--- config.mk ---
export PLATFORM = sky130hd
export DESIGN_NAME = dds_ddc_center_deadlock_watchdog
export DESIGN_NICKNAME = d
export VERILOG_FILES = /design/src/rtl/dds_ddc_center_dbg_pkg.sv /design/src/rtl/dds_ddc_center_block_sampler.sv /design/src/rtl/dds_ddc_center_deadlock_watchdog.sv
export SDC_FILE = /design/constraint.sdc
export NUM_CORES = 1
export LEC_CHECK = 0
export ABC_AREA = 1
export CELL_PAD_IN_SITES_DETAIL_PLACEMENT = 0
export CELL_PAD_IN_SITES_GLOBAL_PLACEMENT = 1
export CORE_MARGIN = 4
export CORE_UTILIZATION = 43
export CTS_BUF_LIST = sky130_fd_sc_hd__clkbuf_8
export CTS_CLUSTER_DIAMETER = 60
export DETAILED_ROUTE_END_ITERATION = 12
export PLACE_DENSITY_LB_ADDON = 0.1
export SLEW_MARGIN = 10
export SYNTH_ARGS = -nofsm -noshare
export SYNTH_HDL_FRONTEND = slang
export SYNTH_HIERARCHICAL = 1
export SYNTH_SLANG_ARGS = --single-unit
--- constraint.sdc ---
create_clock -name clock -period 5.3 [get_ports clock]
set_input_delay 1.06 -clock clock [delete_from_list [all_inputs] [get_ports clock]]
set_output_delay 1.06 -clock clock [all_outputs]
set_load 0.02 [all_outputs]
--- src/rtl/dds_ddc_center_dbg_pkg.sv ---
// rtl/dds_ddc_center_dbg_pkg.sv - shared types, defaults and helpers for the deadlock watchdog
package dds_ddc_center_dbg_pkg;

    localparam int N_AXIS_DEF = 4;
    localparam int N_INST_DEF = 1;
    localparam int CNT_W_DEF  = 16;

    typedef enum logic [1:0] {
        ST_IDLE,
        ST_WATCH,
        ST_SUSPECT,
        ST_DEADLOCK
    } wd_state_t;

    // Index of the lowest set bit; 0 when nothing is set (inst-only block).
    function automatic int lowest_set_bit(input logic [31:0] v);
        int idx;
        idx = 0;
        for (int i = 31; i >= 0; i--) begin
            if (v[i]) idx = i;
        end
        return idx;
    endfunction

endpackage

--- src/rtl/dds_ddc_center_block_sampler.sv ---
// rtl/dds_ddc_center_block_sampler.sv - qualifies raw block sources and registers them with the axis sample
module dds_ddc_center_block_sampler
    import dds_ddc_center_dbg_pkg::*;
#(
    parameter int N_AXIS = N_AXIS_DEF,
    parameter int N_INST = N_INST_DEF
) (
    input  logic              clock,
    input  logic              reset,
    input  logic [N_AXIS-1:0] axis_block_sigs,
    input  logic [N_INST-1:0] inst_idle_sigs,
    input  logic [N_INST-1:0] inst_block_sigs,
    output logic              blk_q,
    output logic [N_AXIS-1:0] axis_q
);

    // An idle sub-instance reporting block is not a stall.
    logic raw;
    assign raw = (|axis_block_sigs) | (|(inst_block_sigs & ~inst_idle_sigs));

    always_ff @(posedge clock) begin
        if (reset) begin
            blk_q  <= 1'b0;
            axis_q <= '0;
        end else begin
            blk_q  <= raw;
            axis_q <= axis_block_sigs;
        end
    end

endmodule

--- src/rtl/dds_ddc_center_deadlock_watchdog.sv ---
// rtl/dds_ddc_center_deadlock_watchdog.sv - turns qualified block samples into a sticky deadlock flag and irq
module dds_ddc_center_deadlock_watchdog
    import dds_ddc_center_dbg_pkg::*;
#(
    parameter int N_AXIS = N_AXIS_DEF,
    parameter int N_INST = N_INST_DEF,
    parameter int CNT_W  = CNT_W_DEF,
    localparam int IDX_W = (N_AXIS > 1) ? $clog2(N_AXIS) : 1
) (
    input  logic              clock,
    input  logic              reset,
    input  logic [N_AXIS-1:0] axis_block_sigs,
    input  logic [N_INST-1:0] inst_idle_sigs,
    input  logic [N_INST-1:0] inst_block_sigs,
    input  logic              enable,
    input  logic [CNT_W-1:0]  threshold,
    input  logic              clear,
    output logic              block_now,
    output logic              deadlock,
    output logic              irq,
    output logic [N_AXIS-1:0] blocked_mask,
    output logic [IDX_W-1:0]  first_idx,
    output logic [CNT_W-1:0]  stall_cycles
);

    localparam logic [CNT_W-1:0] ONES = '1;

    logic              blk_q;
    logic [N_AXIS-1:0] axis_q;
    wd_state_t         state, state_nxt;
    logic [CNT_W-1:0]  run_cnt, run_nxt, run_inc;
    logic [CNT_W-1:0]  thr_q, thr_nxt, eff_thr;
    logic [N_AXIS-1:0] mask_nxt;
    logic [IDX_W-1:0]  idx_nxt;
    logic [CNT_W-1:0]  stall_nxt;
    logic              irq_nxt;

    dds_ddc_center_block_sampler #(
        .N_AXIS (N_AXIS),
        .N_INST (N_INST)
    ) u_sampler (
        .clock           (clock),
        .reset           (reset),
        .axis_block_sigs (axis_block_sigs),
        .inst_idle_sigs  (inst_idle_sigs),
        .inst_block_sigs (inst_block_sigs),
        .blk_q           (blk_q),
        .axis_q          (axis_q)
    );

    assign block_now = blk_q;
    assign deadlock  = (state == ST_DEADLOCK);
    assign eff_thr   = (threshold == '0) ? CNT_W'(1) : threshold;
    assign run_inc   = (run_cnt == ONES) ? run_cnt : run_cnt + CNT_W'(1);

    always_comb begin
        state_nxt = state;
        run_nxt   = run_cnt;
        thr_nxt   = thr_q;
        mask_nxt  = blocked_mask;
        idx_nxt   = first_idx;
        stall_nxt = stall_cycles;

        if (blk_q && state != ST_IDLE && stall_cycles != ONES)
            stall_nxt = stall_cycles + CNT_W'(1);

        case (state)
            ST_IDLE: begin
                if (enable) state_nxt = ST_WATCH;
            end
            ST_WATCH: begin
                if (!enable) begin
                    state_nxt = ST_IDLE;
                    run_nxt   = '0;
                end else if (blk_q) begin
                    // Episode start: latch threshold so mid-episode edits wait for the next one.
                    mask_nxt  = axis_q;
                    idx_nxt   = IDX_W'(lowest_set_bit(32'(axis_q)));
                    thr_nxt   = eff_thr;
                    run_nxt   = CNT_W'(1);
                    state_nxt = (eff_thr == CNT_W'(1)) ? ST_DEADLOCK : ST_SUSPECT;
                end
            end
            ST_SUSPECT: begin
                if (!enable) begin
                    state_nxt = ST_IDLE;
                    run_nxt   = '0;
                end else if (!blk_q) begin
                    state_nxt = ST_WATCH;
                    run_nxt   = '0;
                end else begin
                    run_nxt  = run_inc;
                    mask_nxt = blocked_mask | axis_q;
                    if (run_inc >= thr_q) state_nxt = ST_DEADLOCK;
                end
            end
            default: ;
        endcase

        if (clear) begin
            run_nxt   = '0;
            stall_nxt = '0;
            mask_nxt  = '0;
            idx_nxt   = '0;
            state_nxt = enable ? ST_WATCH : ST_IDLE;
        end

        irq_nxt = (state_nxt == ST_DEADLOCK) && (state != ST_DEADLOCK);
    end

    always_ff @(posedge clock) begin
        if (reset) begin
            state        <= ST_IDLE;
            run_cnt      <= '0;
            thr_q        <= '0;
            blocked_mask <= '0;
            first_idx    <= '0;
            stall_cycles <= '0;
            irq          <= 1'b0;
        end else begin
            state        <= state_nxt;
            run_cnt      <= run_nxt;
            thr_q        <= thr_nxt;
            blocked_mask <= mask_nxt;
            first_idx    <= idx_nxt;
            stall_cycles <= stall_nxt;
            irq          <= irq_nxt;
        end
    end

endmodule

; Word-level counts from Yosys, hierarchy flattened
; Index checks and enable logic that the tools add are counted.
[op_classes]
n_lt_le_gt_ge = 1
mul = 0
n_reduce_logical = 12
n_eq_ne = 13
bitwise_logic = 4
add_sub_neg = 2
div_mod_pow = 0
mux = 26
n_shift = 0
[op_table]
columns = operator, count
row1 = $mux W16, 6
row2 = $add A16 B1 Y16 const B, 2
row3 = $pmux W16 S2, 1
row4 = $mux W2, 11
row5 = $eq A16 B1 Y1 const B, 1
row6 = $eq A16 B16 Y1 const B, 1
row7 = $ge A16 B16 Y1, 1
row8 = $logic_not A16 Y1, 1
row9 = $mux W4, 4
row10 = $ne A16 B16 Y1 const B, 1
row11 = $pmux W4 S2, 1
row12 = $eq A2 B2 Y1 const B, 3
row13 = $ne A2 B2 Y1 const B, 3
row14 = $pmux W2 S3, 1
row15 = $reduce_and A5 Y1, 1
row16 = $ne A2 B1 Y1 const B, 2
row17 = $or A4 B4 Y4, 1
row18 = $reduce_bool A2 Y1, 2
row19 = $reduce_or A4 Y1, 1
row20 = $logic_and A1 B1 Y1, 3
row21 = $ne A3 B2 Y1 const B, 1
row22 = $reduce_and A3 Y1, 1
row23 = $eq A2 B1 Y1 const B, 1
row24 = $logic_not A2 Y1, 1
row25 = 6 further kinds, 7
[word_totals]
n_memories = 0
in_bits = 26
output_inout_bits = 25
romBits = 0
ff_bits = 62
mem_bits_rw = 0
elab_cells = 67
latch_bits = 0

; Logic depth before layout (Yosys ltp)
; Gate-level depths: netlist of run 1.
[logic_depth]
ltp_word = 10
depth_mapped = 22
ltp_nobuf = 22

; Modules after synthesis
; The synthesis of run 1 kept the hierarchy.
[modules_own_cells]
columns = mod, cells_per_inst, area_each_um2, instances, seq_area_each_um2
row1 = dds_ddc_center_deadlock_watchdog, 471, 3236.9, 1, 1141.1
row2 = dds_ddc_center_block_sampler, 21, 161.4, 1, 100.1

; Least setup slack after synthesis of run 1
; OpenSTA, ideal clock, no wires.
[synth_timing]
path_type = register to register
startpoint = register run_cnt[0]
endpoint = register state[0]
synth_period_minus_slack_ns = 2.383
setup_slack_ns = 2.917
setup_time_ns = 0.132
arrival_time_ns = 2.250
stages_incl_launch_ff = 23
required_ns = 5.168
path_cell_list = dfxtp_1 ha_1 nand3_2 or2_1 nor2_4 inv_2 nor2_1 nor2_1 ha_1 nand2_1 nand3_1 nand2_1 nand2_1 nand2_1 nand2_1 nand2_1 nand2_1 nand2_1 nand2_1 nand2_1 nand2_1 nand2_1 a21oi_1
[synth_between]
elab_chain_cells = 8
word_cells_on_any_way = 9
classes_between = add/sub: 1 / order compare: 1 / eq/ne: 1 / mux: 6
[synth_rtl]
columns = element, line_no
row1 = start: declaration, dds_ddc_center_deadlock_watchdog.sv:31  ; logic [CNT_W-1:0] run_cnt, run_nxt, run_inc;
row2 = start signal: assignment, dds_ddc_center_deadlock_watchdog.sv:122  ; run_cnt <= run_nxt;
row3 = $add A16 B1 Y16 or $eq A16 B16 Y1 (tied branches), dds_ddc_center_deadlock_watchdog.sv:54  ; assign run_inc = (run_cnt == ONES) ? run_cnt : run_cnt + CNT_W'(1);
row4 = $mux W16 (*), dds_ddc_center_deadlock_watchdog.sv:54
row5 = $ge A16 B16 Y1 (*), dds_ddc_center_deadlock_watchdog.sv:94  ; if (run_inc >= thr_q) state_nxt = ST_DEADLOCK;
row6 = $mux W2 (*), dds_ddc_center_deadlock_watchdog.sv:94
row7 = $mux W2 (*), dds_ddc_center_deadlock_watchdog.sv:88  ; end else if (!blk_q) begin
row8 = $mux W2 (*), dds_ddc_center_deadlock_watchdog.sv:85  ; if (!enable) begin
row9 = $pmux W2 S3 (*), dds_ddc_center_deadlock_watchdog.sv:67  ; case (state)
row10 = $mux W2 (*), dds_ddc_center_deadlock_watchdog.sv:100  ; if (clear) begin
row11 = end signal: assignment, dds_ddc_center_deadlock_watchdog.sv:121  ; state <= state_nxt;
row12 = end: declaration, dds_ddc_center_deadlock_watchdog.sv:30  ; wd_state_t state, state_nxt;
; Mark *: on every way between the ends. The rest lies on a longest branch, timed or not.
; A chain may end at the register's enable or synchronous reset.

; Worst setup path in the final report of run 1
[layout_timing]
startpoint = register run_cnt[0]
endpoint = register irq
[layout_between]
elab_chain_cells = 10
word_cells_on_any_way = 11
classes_between = add/sub: 1 / order compare: 1 / eq/ne: 2 / mux: 6 / reduce/logical: 1
[layout_rtl]
columns = element, line_no
row1 = $add A16 B1 Y16 or $eq A16 B16 Y1 (tied branches), dds_ddc_center_deadlock_watchdog.sv:54
row2 = $mux W16 (*), dds_ddc_center_deadlock_watchdog.sv:54
row3 = $ge A16 B16 Y1 (*), dds_ddc_center_deadlock_watchdog.sv:94
row4 = $mux W2 (*), dds_ddc_center_deadlock_watchdog.sv:94
row5 = $mux W2 (*), dds_ddc_center_deadlock_watchdog.sv:88
row6 = $mux W2 (*), dds_ddc_center_deadlock_watchdog.sv:85
row7 = $pmux W2 S3 (*), dds_ddc_center_deadlock_watchdog.sv:67
row8 = $mux W2 (*), dds_ddc_center_deadlock_watchdog.sv:100
row9 = $eq A2 B2 Y1 (*), dds_ddc_center_deadlock_watchdog.sv:108  ; irq_nxt = (state_nxt == ST_DEADLOCK) && (state != ST_DEADLOCK);
row10 = $logic_and A1 B1 Y1 (*), dds_ddc_center_deadlock_watchdog.sv:108
row11 = end signal: assignment, dds_ddc_center_deadlock_watchdog.sv:127  ; irq <= irq_nxt;
row12 = end: declaration, dds_ddc_center_deadlock_watchdog.sv:20  ; output logic irq,
; Marks and branches as above.

==> load_flow_metrics.sql, run 1 <==
INSERT INTO impl_metrics (metric_group, metric, value, unit) VALUES
('critical_path', 'critical_path_cell_count', '20', ''),
('floorplan', 'die_area', '9390', 'um^2'),
('sta', 'worst_setup_skew_after_layout', '0.009290', 'ns'),
('status', 'status', 'finished, final reports clean', ''),
('clock_tree', 'number_of_buffers_created_by_cts', '9', ''),
('yosys', 'synthesis.yosys.warnings', '6', ''),
('sta', 'achievable-frequency', '352.7', 'MHz'),
('global_routing', 'grt_start_max_net_pins', '28', ''),
('placement', 'portBuffers', '50', ''),
('critical_path', 'timing.reg2reg.setup_slack', '2.46', 'ns'),
('yosys', 'register_area_share_after_synthesis', '36.52', '%'),
('cells_and_area', 'layout.filler_cells', '798', ''),
('yosys', 'synth-seq-cells', '62', ''),
('clock_tree', 'ctsHoldBuffers', '0', ''),
('cells_and_area', 'seq_area', '1241', 'um^2'),
('route', 'detail_route.vias_per_cell', '4.871', ''),
('sta', 'post-route-period-util', '53.50', '%'),
('cells_and_area', 'layout_cell_share_with_drive_strength_beyond_1', '6.534', '%'),
('cells_and_area', 'num-nets-final', '590', ''),
('yosys', 'synth_edf_count', '0', ''),
('yosys', 'netlist-cell-type-count', '35', ''),
('critical_path', 'worst_setup_path_endpoint', 'irq', ''),
('critical_path', 'critical-path-max-stage-delay', '0.44', 'ns'),
('sta', 'final-hold-violation-count', '0', ''),
('placement', 'placed_cells', '637', ''),
('route', 'route.vias.total', '3181', ''),
('clock_tree', 'tritoncts_clock_tree', 'built', ''),
('sta', 'rsz_0062_raised_after_global_routing', 'no', ''),
('placement', 'place_congestion', '0.7881', ''),
('global_routing', 'first_global_vias', '3098', ''),
('route', 'drt_first_iter_violations', '103', ''),
('sta', 'timing.setup.tns', '0', 'ns'),
('route', 'firstDrtPassIters', '4', ''),
('critical_path', 'end_kind', 'flip-flop', ''),
('job', 'cap_violations', '0', ''),
('sta', 'report.final.setup_viol', '0', ''),
('cells_and_area', 'area_used_by_multi_input_combinational_logic', '1843', 'um^2'),
('global_routing', 'track_usage', '17.36', '%'),
('pwr', 'power.density', '241.1', 'nW/um^2'),
('floorplan', 'std_cell_rows', '32', ''),
('critical_path', 'timing.critical_path.cells', 'ha_1 > nand3_2 > nor2_2 > nand2_2 > nor2_4 > nand4_4 > nand3_1 > xnor2_1 > ha_1 > nand2_1 > o21a_1 > nand2_1 > nand2_1 > nand2_1 > nand2_1 > nand2_1 > nand2_1 > nand2_1 > nand2_1 > a21oi_1', ''),
('sta', 'timing.final.max_slew_violations', '0', ''),
('route', 'routed_wire_length_per_instance', '12.37', 'um'),
('floorplan', 'io_pins', '51', ''),
('floorplan', 'die_outline_width', '96.90', 'um'),
('clock_tree', 'clock_sink_count', '62', ''),
('route', 'drt.antenna.violating_nets', '0', ''),
('cells_and_area', 'antenna_cells', '0', ''),
('clock_tree', 'cts_post_setup_buffers_inserted', '0', ''),
('floorplan', 'fp.coreArea', '7687', 'um^2'),
('critical_path', 'criticalPathCategory', 'reg -> reg', ''),
('min_path', 'hold_path.class', 'reg -> reg', ''),
('clock_tree', 'clk_pin_slew', '0.07', 'ns'),
('pwr', 'p_total', '0.001017', 'W'),
('floorplan', 'floorplan.die.height', '96.90', 'um'),
('min_path', 'holdPathStages', '2', ''),
('clock_tree', 'cts.htree.levels', '3', ''),
('critical_path', 'worst_r2r_src', 'run_cnt[0]', ''),
('critical_path', 'critical_path_required', '5.53', 'ns'),
('critical_path', 'cp-startpoint', 'run_cnt[0]', ''),
('cells_and_area', 'layout.cells.most_common', 'sky130_fd_sc_hd__nand2_1', ''),
('floorplan', 'initial_utilization', '44.21', '%'),
('critical_path', 'cp_common_cell', 'sky130_fd_sc_hd__nand2_1', ''),
('global_routing', 'global_route_wire_length_before_repair', '13630', 'um'),
('critical_path', 'crit_arrival', '3.07', 'ns'),
('sta', 'tightestPinTransition', '1.080', 'ns'),
('route', 'drt-total-wl', '8078', 'um'),
('critical_path', 'critPathSlowestCell', 'sky130_fd_sc_hd__dfxtp_1', ''),
('clock_tree', 'post_cts_resize_count', '0', ''),
('cells_and_area', 'syn2layout_area_growth', '24.19', '%'),
('critical_path', 'timing.reg2reg.worst_path_depth', '20', '');
==> final cells by class <==
| class | instances | area share, % |
|---|---|---|
| timing repair buffer | 52 | 12.21 |
| sequential | 62 | 29.41 |
| tap | 102 | 3.024 |
| multi-input combinational | 347 | 43.67 |
| inverter | 74 | 6.582 |
| clock buffer | 10 | 3.261 |
| clock inverter | 6 | 1.838 |
==> layer usage <==
| metal | vias to the layer above | part of all wire, % | track usage (%) |
|---|---|---|---|
| met4 | 0 | 0.98 | 6.695 |
| met5 | - | 0 | 0 |
| met1 | 1433 | 47 | 21.29 |
| met3 | 6 | 3.0 | 2.956 |
| li1 | 1698 | - | - |
| met2 | 44 | 49 | 30.20 |
==> cell families after synthesis <==
kind of cell | Yosys count | synth area share [%]
AO/OA/AOI/OAI | 85 | 13.92
XOR/XNOR | 12 | 3.093
adder cells (fa/ha/maj) | 18 | 6.628
buffers and inverters | 83 | 9.242
flip-flops | 62 | 36.52
AND/OR/NAND/NOR | 232 | 30.60
==> stage by stage <==
stage	setup slack (ns)	area (um^2)	hold slack (ns)
6_report	2.465	4220	0.4670
5_1_grt	2.143	4220	0.4839
4_1_cts	2.443	4220	0.4704
3_5_place_dp	2.273	4005	0.4595
3_3_place_gp	2.316	4005	0.4558
2_1_floorplan	2.917	3398	0.4414
==> synth_stat cells (all sizes together) (7+ instances only) <==
library cell  count  area [um^2]
nor3             10        61.31
a21oi            50        261.5
nand2           130        498.0
clkbuf            7        26.28
o21ai            20        100.1
nand4            12        102.6
inv              74        277.8
ha               18        225.2
dfxtp            62         1241
a211oi            7        52.55
nand3            18        105.1
nor2             54        220.2
==> power breakdown <==
| part | internal, W | switching, W | total [W] |
|---|---|---|---|
| Combinational | 0.0000346 | 0.0000431 | 0.0000777 |
| Clock | 0.000273 | 0.000189 | 0.000461 |
| Sequential | 0.000473 | 0.00000511 | 0.000478 |
==> worst min-delay path by stage <==
stage                             start         endpoint
floorplan           u_sampler/axis_q[0]  blocked_mask[0]
global placement    u_sampler/axis_q[0]  blocked_mask[0]
detailed placement  u_sampler/axis_q[0]  blocked_mask[0]
CTS                 u_sampler/axis_q[0]  blocked_mask[0]
global route                   thr_q[7]         thr_q[7]
finish                     first_idx[0]     first_idx[0]
==> flip-flops by register name, indices dropped and copies added (netlist names) <==
register	cells
irq	1
blocked_mask	4
thr_q	16
first_idx	2
u_sampler/axis_q	4
run_cnt	16
state	2
u_sampler/blk_q	1
stall_cycles	16
==> worst min-delay path, delay by kind of cell, from the launching register on <==
kind / cells / cell delay [ns]
flip-flops: 1 / 0.31
AO/OA/AOI/OAI: 1 / 0.05
AND/OR/NAND/NOR: 1 / 0.06
(Power assumes the default switching activity.)
==> inputs of run 2 (changes only) <==
- CORE_UTILIZATION: 43 -> 36
- clock period: 5.3 -> 2.5 ns (I/O delays scaled with it)
==> run 2 against run 1 <==
Compared with the run above:
- the flow now finishes with violations (negative setup slack)
- global-route usage shrank 1.1 points
- cell area grew 5.9%
- critical path type unchanged
- die area grew 18%
- clock power grew 73%
==> load_flow_metrics.sql, run 2 (synthesized netlist as in run 1, its figures left out) <==
INSERT INTO impl_metrics (metric_group, metric, value, unit) VALUES
('cells_and_area', 'mostFrequentLayoutCells', '124 x sky130_fd_sc_hd__nand2_1, 72 x sky130_fd_sc_hd__inv_1, 55 x sky130_fd_sc_hd__dfxtp_1, 50 x sky130_fd_sc_hd__clkdlybuf4s50_1, 49 x sky130_fd_sc_hd__nor2_1', ''),
('placement', 'portBuffers', '50', ''),
('cells_and_area', 'syn2layout_area_growth', '31.55', '%'),
('floorplan', 'initial_utilization', '36.95', '%'),
('sta', 'timing.setup.tns', '-0.02196', 'ns'),
('critical_path', 'critical-path-max-stage-delay', '0.36', 'ns'),
('route', 'route.vias.total', '3319', ''),
('clock_tree', 'clk_pin_slew', '0.08', 'ns'),
('global_routing', 'first_global_vias', '3213', ''),
('critical_path', 'criticalPathCategory', 'reg -> reg', ''),
('critical_path', 'timing.reg2reg.setup_slack', '-0.02', 'ns'),
('status', 'status', 'complete, but fails checks', ''),
('sta', 'postLayoutSetupSlackWorst', '-0.01567', 'ns'),
('sta', 'period_needed', '2.516', 'ns'),
('clock_tree', 'tritoncts_clock_tree', 'built', ''),
('sta', 'tightestPinTransition', '0.6123', 'ns'),
('pwr', 'power.leakage', '1.832', 'nW'),
('sta', 'final-hold-violation-count', '0', ''),
('critical_path', 'startpoint_type', 'flip-flop', ''),
('route', 'drt.antenna.violating_nets', '0', ''),
('critical_path', 'critical_path_cell_count', '15', ''),
('sta', 'timing.final.max_slew_violations', '0', ''),
('pwr', 'peakVddDrop', '0.1988', 'mV'),
('floorplan', 'die_outline_width', '105.2', 'um'),
('floorplan', 'fp.coreArea', '9196', 'um^2'),
('global_routing', 'grt_antenna_before_repair', '0', ''),
('critical_path', 'crit_family', 'simple AND/OR/NAND/NOR gates', ''),
('global_routing', 'global_route_total_overflow', '0', ''),
('critical_path', 'timing.reg2reg.worst_path_depth', '15', ''),
('route', 'routed_wire_length_per_instance', '12.71', 'um'),
('floorplan', 'io_pins', '51', ''),
('critical_path', 'timing.critical_path.cells', 'buf_4 > nand3_2 > nor3_4 > nand4_2 > o21ai_2 > nand3_1 > ha_1 > nand2_1 > inv_1 > a221oi_2 > nand2_1 > nand2_1 > nand2_1 > nand2_1 > a21oi_1', ''),
('sta', 'worst_setup_skew_after_layout', '0.009685', 'ns'),
('cells_and_area', 'layout_cell_share_with_drive_strength_beyond_1', '14.11', '%'),
('sta', 'post-route-period-util', '100.6', '%'),
('clock_tree', 'number_of_buffers_created_by_cts', '9', ''),
('critical_path', 'cp_common_cell', 'sky130_fd_sc_hd__nand2_1', ''),
('status', 'violations_in_the_final_reports', 'negative setup slack', ''),
('clock_tree', 'ctsHoldBuffers', '0', ''),
('sta', 'rsz_0062_raised_after_global_routing', 'yes', ''),
('critical_path', 'critical_path_peak_fanout', '4', ''),
('floorplan', 'std_cell_rows', '35', ''),
('min_path', 'hold_path.class', 'reg -> reg', ''),
('critical_path', 'crit_arrival', '2.75', 'ns'),
('clock_tree', 'cts.htree.levels', '3', ''),
('floorplan', 'floorplan.die.height', '105.2', 'um'),
('cells_and_area', 'layout.cells.most_common', 'sky130_fd_sc_hd__nand2_1', ''),
('global_routing', 'grt_start_max_net_pins', '23', ''),
('critical_path', 'cp-startpoint', 'run_cnt[1]', ''),
('critical_path', 'worst_setup_path_endpoint', 'state[0]', ''),
('route', 'firstDrtPassIters', '4', ''),
('route', 'drcViolationCount', '0', ''),
('route', 'drt_first_iter_violations', '99', ''),
('critical_path', 'worst_r2r_src', 'run_cnt[1]', ''),
('sta', 'achievable-frequency', '397.5', 'MHz'),
('clock_tree', 'insertion_delay', '0.35', 'ns'),
('route', 'detail_route.vias_per_cell', '4.845', ''),
('sta', 'timing.max_slew.rel_slack', '58.75', '%'),
('placement', 'detailedPlacementHpwl', '6581', 'um'),
('global_routing', 'track_usage', '16.29', '%'),
('route', 'drt-total-wl', '8709', 'um'),
('floorplan', 'die_area', '11060', 'um^2'),
('job', 'cap_violations', '0', ''),
('cells_and_area', 'largest_registers', 'run_cnt x16, stall_cycles x16, thr_q x16', ''),
('cells_and_area', 'finish.utilization', '48.61', '%'),
('pwr', 'p_total', '0.001987', 'W'),
('pwr', 'power.density', '444.5', 'nW/um^2'),
('critical_path', 'critPathSlowestCell', 'sky130_fd_sc_hd__dfxtp_2', ''),
('critical_path', 'worstPathBufferInverterCount', '2', ''),
('cells_and_area', 'num-nets-final', '613', ''),
('critical_path', 'end_kind', 'flip-flop', ''),
('critical_path', 'critical_path_required', '2.73', 'ns'),
('clock_tree', 'cts_root_buf', 'sky130_fd_sc_hd__clkbuf_8', ''),
('cells_and_area', 'antenna_cells', '0', ''),
('sta', 'report.final.setup_viol', '2', ''),
('placement', 'place_congestion', '0.8002', ''),
('clock_tree', 'clock_sink_count', '62', ''),
('clock_tree', 'cts.path.max_buffers', '2', ''),
('global_routing', 'global_route_wire_length_before_repair', '14750', 'um'),
('critical_path', 'r2r_end', 'state[0]', '');
[run 2: how the worst min path moves through the flow]
stage                              startpoint  slack (ns)  cells after the start               to
after global routing          blocked_mask[1]        0.49                      2  blocked_mask[1]
after CTS                 u_sampler/axis_q[0]        0.47                      2  blocked_mask[0]
after floorplan           u_sampler/axis_q[0]        0.44                      2  blocked_mask[0]
after global placement        blocked_mask[3]        0.45                      2  blocked_mask[3]
final                               thr_q[14]        0.46                      2        thr_q[14]
after detailed placement         first_idx[0]        0.46                      2     first_idx[0]
[run 2: worst register-to-register path: cells and delay by family, from the launching register on]
| family | cells | cell delay [ns] |
|---|---|---|
| AO/OA/AOI/OAI | 3 | 0.45 |
| adder cells (fa/ha/maj) | 1 | 0.32 |
| buffers and inverters | 2 | 0.20 |
| flip-flops | 1 | 0.36 |
| AND/OR/NAND/NOR | 9 | 1.06 |
[run 2: repair_timing]
item,CTS,global route
pin swaps,3,16
hold endpoints to repair,0,0
buffers inserted,1,2
endpoints found under the setup margin,2,2
resized for setup,10,17
[run 2: layer usage]
layer	share of wire [%]	GRT usage, %	up-vias
li1	-	-	1745
met1	49	21.75	1500
met2	45	25.85	62
met3	4.6	2.965	12
met4	1.5	6.654	0
met5	0	0	-
[run 2: stage by stage]
step / instances / setup slack [ns] / hold WS (ns) / instance area (um^2)
floorplan: 492 / 0.1175 / 0.4414 / 3398
global placement: 666 / -0.01639 / 0.4540 / 4167
detailed placement: 666 / -0.01971 / 0.4574 / 4167
CTS: 683 / 0.01076 / 0.4671 / 4380
global route: 685 / -0.2486 / 0.4939 / 4471
finish: 685 / -0.01567 / 0.4649 / 4471
[run 2: layout make-up]
| cell class | instances | area (um^2) |
|---|---|---|
| inverter | 74 | 280.3 |
| timing repair buffer | 75 | 688.2 |
| clock buffer | 10 | 137.6 |
| tap | 111 | 138.9 |
| fill | 983 | 4726 |
| multi-input combinational | 347 | 1938 |
| clock inverter | 6 | 37.54 |
| sequential | 62 | 1250 |
[run 2: report_power, final]
group / internal, W / total, W / leakage (nW) / switching (W)
clock: 0.000382 / 0.000798 / 0.0958 / 0.000415
combinational: 0.0000808 / 0.000177 / 1.23 / 0.0000959
sequential: 0.00100 / 0.00101 / 0.506 / 0.00000987
total: 0.00147 / 0.00199 / 1.83 / 0.000521
